`src/rtl/duty_ramp.sv`:
```
// Slew-rate-limited duty source for pwm8: walks duty toward a requested target
// by STEP every PERIODS_PER_STEP PWM periods, updating only at period boundaries.
module duty_ramp #(
    parameter int unsigned STEP             = 1,
    parameter int unsigned PERIODS_PER_STEP = 4
) (
    input  logic       clk,
    input  logic       rst,
    input  logic [7:0] tgt_duty,
    input  logic       tgt_vld,
    input  logic       estop,
    output logic [7:0] duty,
    output logic       prd_end,
    output logic       busy,
    output logic       done
);

    localparam int unsigned PCNT_W = (PERIODS_PER_STEP > 1) ? $clog2(PERIODS_PER_STEP) : 1;
    localparam logic [PCNT_W-1:0] PCNT_LAST = PCNT_W'(PERIODS_PER_STEP - 1);
    localparam logic [8:0] STEP9 = 9'(STEP);
    localparam logic [7:0] STEP8 = 8'(STEP);

    typedef enum logic [1:0] {
        IDLE = 2'd0,
        UP   = 2'd1,
        DOWN = 2'd2
    } state_e;

    logic [7:0]        cnt_q,   cnt_d;
    logic [PCNT_W-1:0] pcnt_q,  pcnt_d;
    logic [7:0]        tgt_q,   tgt_d;
    logic [7:0]        duty_q,  duty_d;
    state_e            state_q, state_d;
    logic              done_q,  done_d;

    // Widened to 9 bits so the remaining gap is compared without wrap.
    function automatic logic [7:0] step_toward(input state_e dir,
                                               input logic [7:0] cur,
                                               input logic [7:0] tgt);
        logic [8:0] gap;
        logic [7:0] nxt;
        nxt = cur;
        if (dir == UP) begin
            gap = {1'b0, tgt} - {1'b0, cur};
            nxt = (gap <= STEP9) ? tgt : cur + STEP8;
        end else if (dir == DOWN) begin
            gap = {1'b0, cur} - {1'b0, tgt};
            nxt = (gap <= STEP9) ? tgt : cur - STEP8;
        end
        return nxt;
    endfunction

    function automatic state_e dir_for(input logic [7:0] tgt, input logic [7:0] cur);
        if (tgt > cur)      return UP;
        else if (tgt < cur) return DOWN;
        else                return IDLE;
    endfunction

    assign cnt_d   = cnt_q + 8'd1;
    assign prd_end = (cnt_q == 8'hFF);

    always_comb begin
        // NOTE: every target gets a default first so no path leaves it unassigned (no latch).
        tgt_d   = tgt_q;
        duty_d  = duty_q;
        pcnt_d  = pcnt_q;
        state_d = state_q;
        done_d  = 1'b0;

        if (estop) begin
            tgt_d   = 8'd0;
            duty_d  = 8'd0;
            pcnt_d  = '0;
            state_d = IDLE;
        end else begin
            case (state_q)
                UP, DOWN: begin
                    if (prd_end) begin
                        if (pcnt_q == PCNT_LAST) begin
                            duty_d = step_toward(state_q, duty_q, tgt_q);
                            pcnt_d = '0;
                        end else begin
                            pcnt_d = pcnt_q + PCNT_W'(1);
                        end
                    end
                end
                default: pcnt_d = '0;
            endcase

            // A step on this edge uses the old target; direction follows the new one.
            if (tgt_vld) begin
                tgt_d  = tgt_duty;
                pcnt_d = '0;
            end

            state_d = dir_for(tgt_d, duty_d);
            done_d  = (state_q != IDLE) && (state_d == IDLE);
        end
    end

    // NOTE: sequential state uses non-blocking assignments so all flops update together.
    always_ff @(posedge clk or posedge rst) begin
        if (rst) begin
            cnt_q   <= 8'd0;
            pcnt_q  <= '0;
            tgt_q   <= 8'd0;
            duty_q  <= 8'd0;
            state_q <= IDLE;
            done_q  <= 1'b0;
        end else begin
            cnt_q   <= cnt_d;
            pcnt_q  <= pcnt_d;
            tgt_q   <= tgt_d;
            duty_q  <= duty_d;
            state_q <= state_d;
            done_q  <= done_d;
        end
    end

    assign duty = duty_q;
    assign busy = (state_q != IDLE);
    assign done = done_q;

endmodule
```
`config.mk`:
```
export PLATFORM = sky130hd
export DESIGN_NAME = duty_ramp
export DESIGN_NICKNAME = d
export VERILOG_FILES = /design/src/rtl/duty_ramp.sv
export SDC_FILE = /design/constraint.sdc
export NUM_CORES = 1
export LEC_CHECK = 0
export CAP_MARGIN = 30
export CORE_MARGIN = 2
export CORE_UTILIZATION = 40
export DETAILED_ROUTE_END_ITERATION = 7
export RECOVER_POWER = 50
export SETUP_SLACK_MARGIN = 0.4
export SLEW_MARGIN = 20
export SYNTH_ARGS = -nofsm -noshare
export SYNTH_HDL_FRONTEND = slang
export SYNTH_SLANG_ARGS = --single-unit
```
`constraint.sdc`:
```
create_clock -name clk -period 7 [get_ports clk]
set_input_delay 0.7 -clock clk [delete_from_list [all_inputs] [get_ports clk]]
set_output_delay 0.7 -clock clk [all_outputs]
set_load 0.01 [all_outputs]
```
==> results list <==
- Post CTS Setup Buffer Count: 0
- Across all register-to-register paths, the minimum setup slack is around 2.2 ns.
* Number of antenna violations at the first check in global routing: 0
* Layout overhead on the synthesized area: 14.2%
- Data on the critical path is required at its endpoint by around 7 ns.
- In the synthesized netlist the dominant register cell turns out to be sky130_fd_sc_hd__dfrtp_1.
- After synthesis, the share of flip-flops with an asynchronous set or reset is 100%.
- Max cap viols: 0
- Floorplan die area: between 7000 and 8000 µm²
- Fin crit share: between 60% and 70%
- Along the worst hold path, the cell count comes to 1.
* I/O pin cnt: 23
* Skew final: roughly 0.004 ns
- sky130_fd_sc_hd__dfrtp_1 takes more of the synthesized area than any other cell.
- Entering global routing, the biggest net connects 30 pins.
* Global-route wire length before repair: 14300 µm
- Total grt overflow: 0
- YS warnings: 0
* Largest cells by area after synthesis: sky130_fd_sc_hd__dfrtp_1, sky130_fd_sc_hd__ha_1, sky130_fd_sc_hd__inv_1
- Reg-to-Reg Start: duty[5]
- Sequential share of the synthesized area: around a quarter
* Insertion delay to the later sink of the worst-skew pair: between 0.2 and 0.3 ns
- Worst slew margin relative to its limit: between 20% and 30%
- TritonCTS built the clock tree.
- In this run the worst setup path begins at duty[5].
- The flow ran to the end, and the final reports show no timing, DRC or antenna violations.
* Final Instance Area: 3330 µm²
- Total routing usage reported by global routing: a little under a quarter
* Distinct cells, synth: 67
- LEAKAGE: approximately 1.4 nW
- Clk sink count: 29
- Synthesized area divided by synthesized cell count: just over 8 µm²
- At the end of routability-driven placement, the weighted congestion stood at 0.919.
- Final Hold Fails: 0
- Endpoints failing setup: 0
* Cell occurring most often along the worst timing path: sky130_fd_sc_hd__o21a_1
* Clock Tree Buf Depth: 2
- Delay of the slowest cell on the worst path: between 0.7 and 0.8 ns
* Initial standard-cell utilization of the core: approximately two fifths
- Filler Cell Count: between 700 and 800
- Worst Hold End: cnt_q[0]
- Combined area of all synthesized cells: ~2900 µm²
- In this run, post-CTS hold repair placed 0 buffers.
- The count of nets left with antenna violations once routing finished came out at 0.
* Max frequency: 208 MHz
* Clock period minus worst slack: 4.82 ns
- Arrival time reported for the critical path endpoint: 4.96 ns
* Maximum fanout along the worst path: 11
- NumNets Final: slightly above 400
- Site row count: 31
- In this run, synthesis produced a sequential element count of 29.
- Tightest Pin Transition: 1.13 ns
* First DRT Iteration DRCs: 190
- Total power for the finished layout comes to slightly above 0.5 mW.
* Cell-by-cell trace of the critical path: inv_1 > ha_1 > inv_1 > a221oi_2 > a31oi_1 > or4_1 > o21ai_4 > or2_1 > o211ai_1 > ha_1 > nor2b_1 > o21a_1 > o21a_1 > o21a_1 > o21a_1 > o211ai_1 > a2111oi_0
- After detailed routing, the average wire length per cell comes to roughly 18 µm.
* CTS clock-pin slew for the worst setup and hold paths: 0.07 ns
- The tree is rooted in a sky130_fd_sc_hd__clkbuf_8.
* Classification of the worst setup path: reg2reg
* Element type at the critical path end: flop
* Most frequent standard cell in the layout excluding fill and tap cells: sky130_fd_sc_hd__inv_1
- Startpoint class of the critical path: flop
* Worst r2r dst: done
- CTS built an H-tree with a depth of 2.
- The top cell types in the final layout, fill and taps aside, are sky130_fd_sc_hd__inv_1, sky130_fd_sc_hd__ha_1, sky130_fd_sc_hd__dfrtp_1.
* Highest-delay cell along the critical path: sky130_fd_sc_hd__or4_1
- Proportion of layout cells with a drive suffix above 1: about 6%
* Die height: about 89 µm
* Setup_tns: 0 ns
- The die is approximately 89 µm wide.
- Mapped Cells: 351
* Number of enable flip-flop cells after synthesis: 0
- Max-slew violations: 0
- After clock tree synthesis, the repair step resized 0 gates.
- The final layout contains routed wiring with a total length of ~8600 µm.
- Unrepaired setup endpoints after global routing: no
- Worst vdd ir: approximately 0.16 mV
- Power per standard cell area: about 150 nW/µm²
* Via count normalized by instance count: about 6.0
- Top-area cell type share of the netlist area: between 20% and 30%
- Via count of the first global-routing pass: between 2000 and 3000
- Clock tree synthesis inserted a total of 5 buffers.
* Post-detailed-route DRC marker count: 0
- After floorplanning, the core was sized to cover ~7100 µm².
* Kind of path behind the tightest hold check: reg2reg
* Number of cells on the worst reg-to-reg path: 17
* Placed cell area: ~3200 µm²
- First-pass detailed-route iteration total: 5
* Hold wc startpoint: cnt_q[0]
- Synth Net Count: between 300 and 400
- Port Buf Inserts: 22
- The routed layout has roughly 2800 vias.
* Number of antenna repair diodes: 0
- Half-perimeter wire length of the detailed placement result: 6600 µm
[per-layer routing]
layer / track usage (%) / up-vias / share of wire (%)
met4: 11.0 / 0 / 2.4
met5: 0 / - / 0
li1: - / 1331 / -
met2: 36.9 / 92 / 47
met1: 31.1 / 1342 / 44
met3: 4.80 / 22 / 6.3
[flip-flops by register name, indices dropped and copies added (netlist names)]
name / cells
state_q: 2
pcnt_q: 2
done: 1
cnt_q: 8
tgt_q: 8
duty: 8
[power breakdown]
part	switching [mW]	internal [mW]	total (mW)
Combinational	0.0813	0.0463	0.128
Clock	0.0701	0.141	0.211
Sequential	0.00420	0.171	0.175
Total	0.156	0.359	0.515
[cells in the mapped netlist (5+ instances only)]
cell	number
sky130_fd_sc_hd__nand2_1	28
sky130_fd_sc_hd__clkbuf_1	5
sky130_fd_sc_hd__xor2_1	5
sky130_fd_sc_hd__a22oi_1	6
sky130_fd_sc_hd__xnor2_1	7
sky130_fd_sc_hd__a21oi_1	14
sky130_fd_sc_hd__inv_1	33
sky130_fd_sc_hd__and2_1	7
sky130_fd_sc_hd__o211ai_1	6
sky130_fd_sc_hd__nor3_1	12
sky130_fd_sc_hd__ha_1	31
sky130_fd_sc_hd__a31oi_1	5
sky130_fd_sc_hd__nand4_1	5
sky130_fd_sc_hd__o21ai_0	20
sky130_fd_sc_hd__o21a_1	5
sky130_fd_sc_hd__dfrtp_1	29
sky130_fd_sc_hd__and3_1	8
sky130_fd_sc_hd__nand3_1	21
sky130_fd_sc_hd__nor2_1	22
sky130_fd_sc_hd__a211oi_1	5
[kinds of logic (layout without fill, tap and decap cells)]
kind of cell	after synthesis	count (layout)	share of synthesized area, %
adder cells (fa/ha/maj)	33	33	14.7
flip-flops	29	29	24.9
buffers and inverters	45	63	6.44
XOR/XNOR	12	12	3.61
AO/OA/AOI/OAI	102	102	25.9
multiplexers	3	3	1.03
AND/OR/NAND/NOR	127	127	23.4
[worst max-delay path, delay by kind of cell (launching register included)]
family	cells	cell delay, ns
AO/OA/AOI/OAI	10	1.83
adder cells (fa/ha/maj)	2	0.90
buffers and inverters	2	0.35
flip-flops	1	0.51
AND/OR/NAND/NOR	3	1.07
[final cells by class]
cell class	instances	area, µm²	share of cell area, %
well taps	99	124	3.72
clock buffers	5	68.8	2.07
multi-input cells	277	2000	60.1
clock inverters	3	65.1	1.95
repair buffers	22	220	6.62
flip-flops and latches	29	726	21.8
inverters	33	124	3.72
[how the worst max path moves through the flow]
stage,cells after the start,end,slack [ns]
global route,17,done,1.91
detailed placement,17,done,2.30
floorplan,19,done,2.87
finish,17,done,2.18
CTS,17,done,2.26
global placement,17,done,2.24
[stage by stage]
| stage | setup slack, ns | hold slack [ns] | utilization, % | cells |
|---|---|---|---|---|
| after floorplan | 2.87 | 0.442 | - | 351 |
| after global placement | 2.24 | 0.470 | 44.8 | 460 |
| after detailed placement | 2.30 | 0.471 | 44.8 | 460 |
| after CTS | 2.26 | 0.484 | 46.6 | 468 |
| after global routing | 1.91 | 0.497 | 46.6 | 468 |
| final | 2.18 | 0.473 | 46.6 | 468 |
Power figures use the tool's default switching activity.
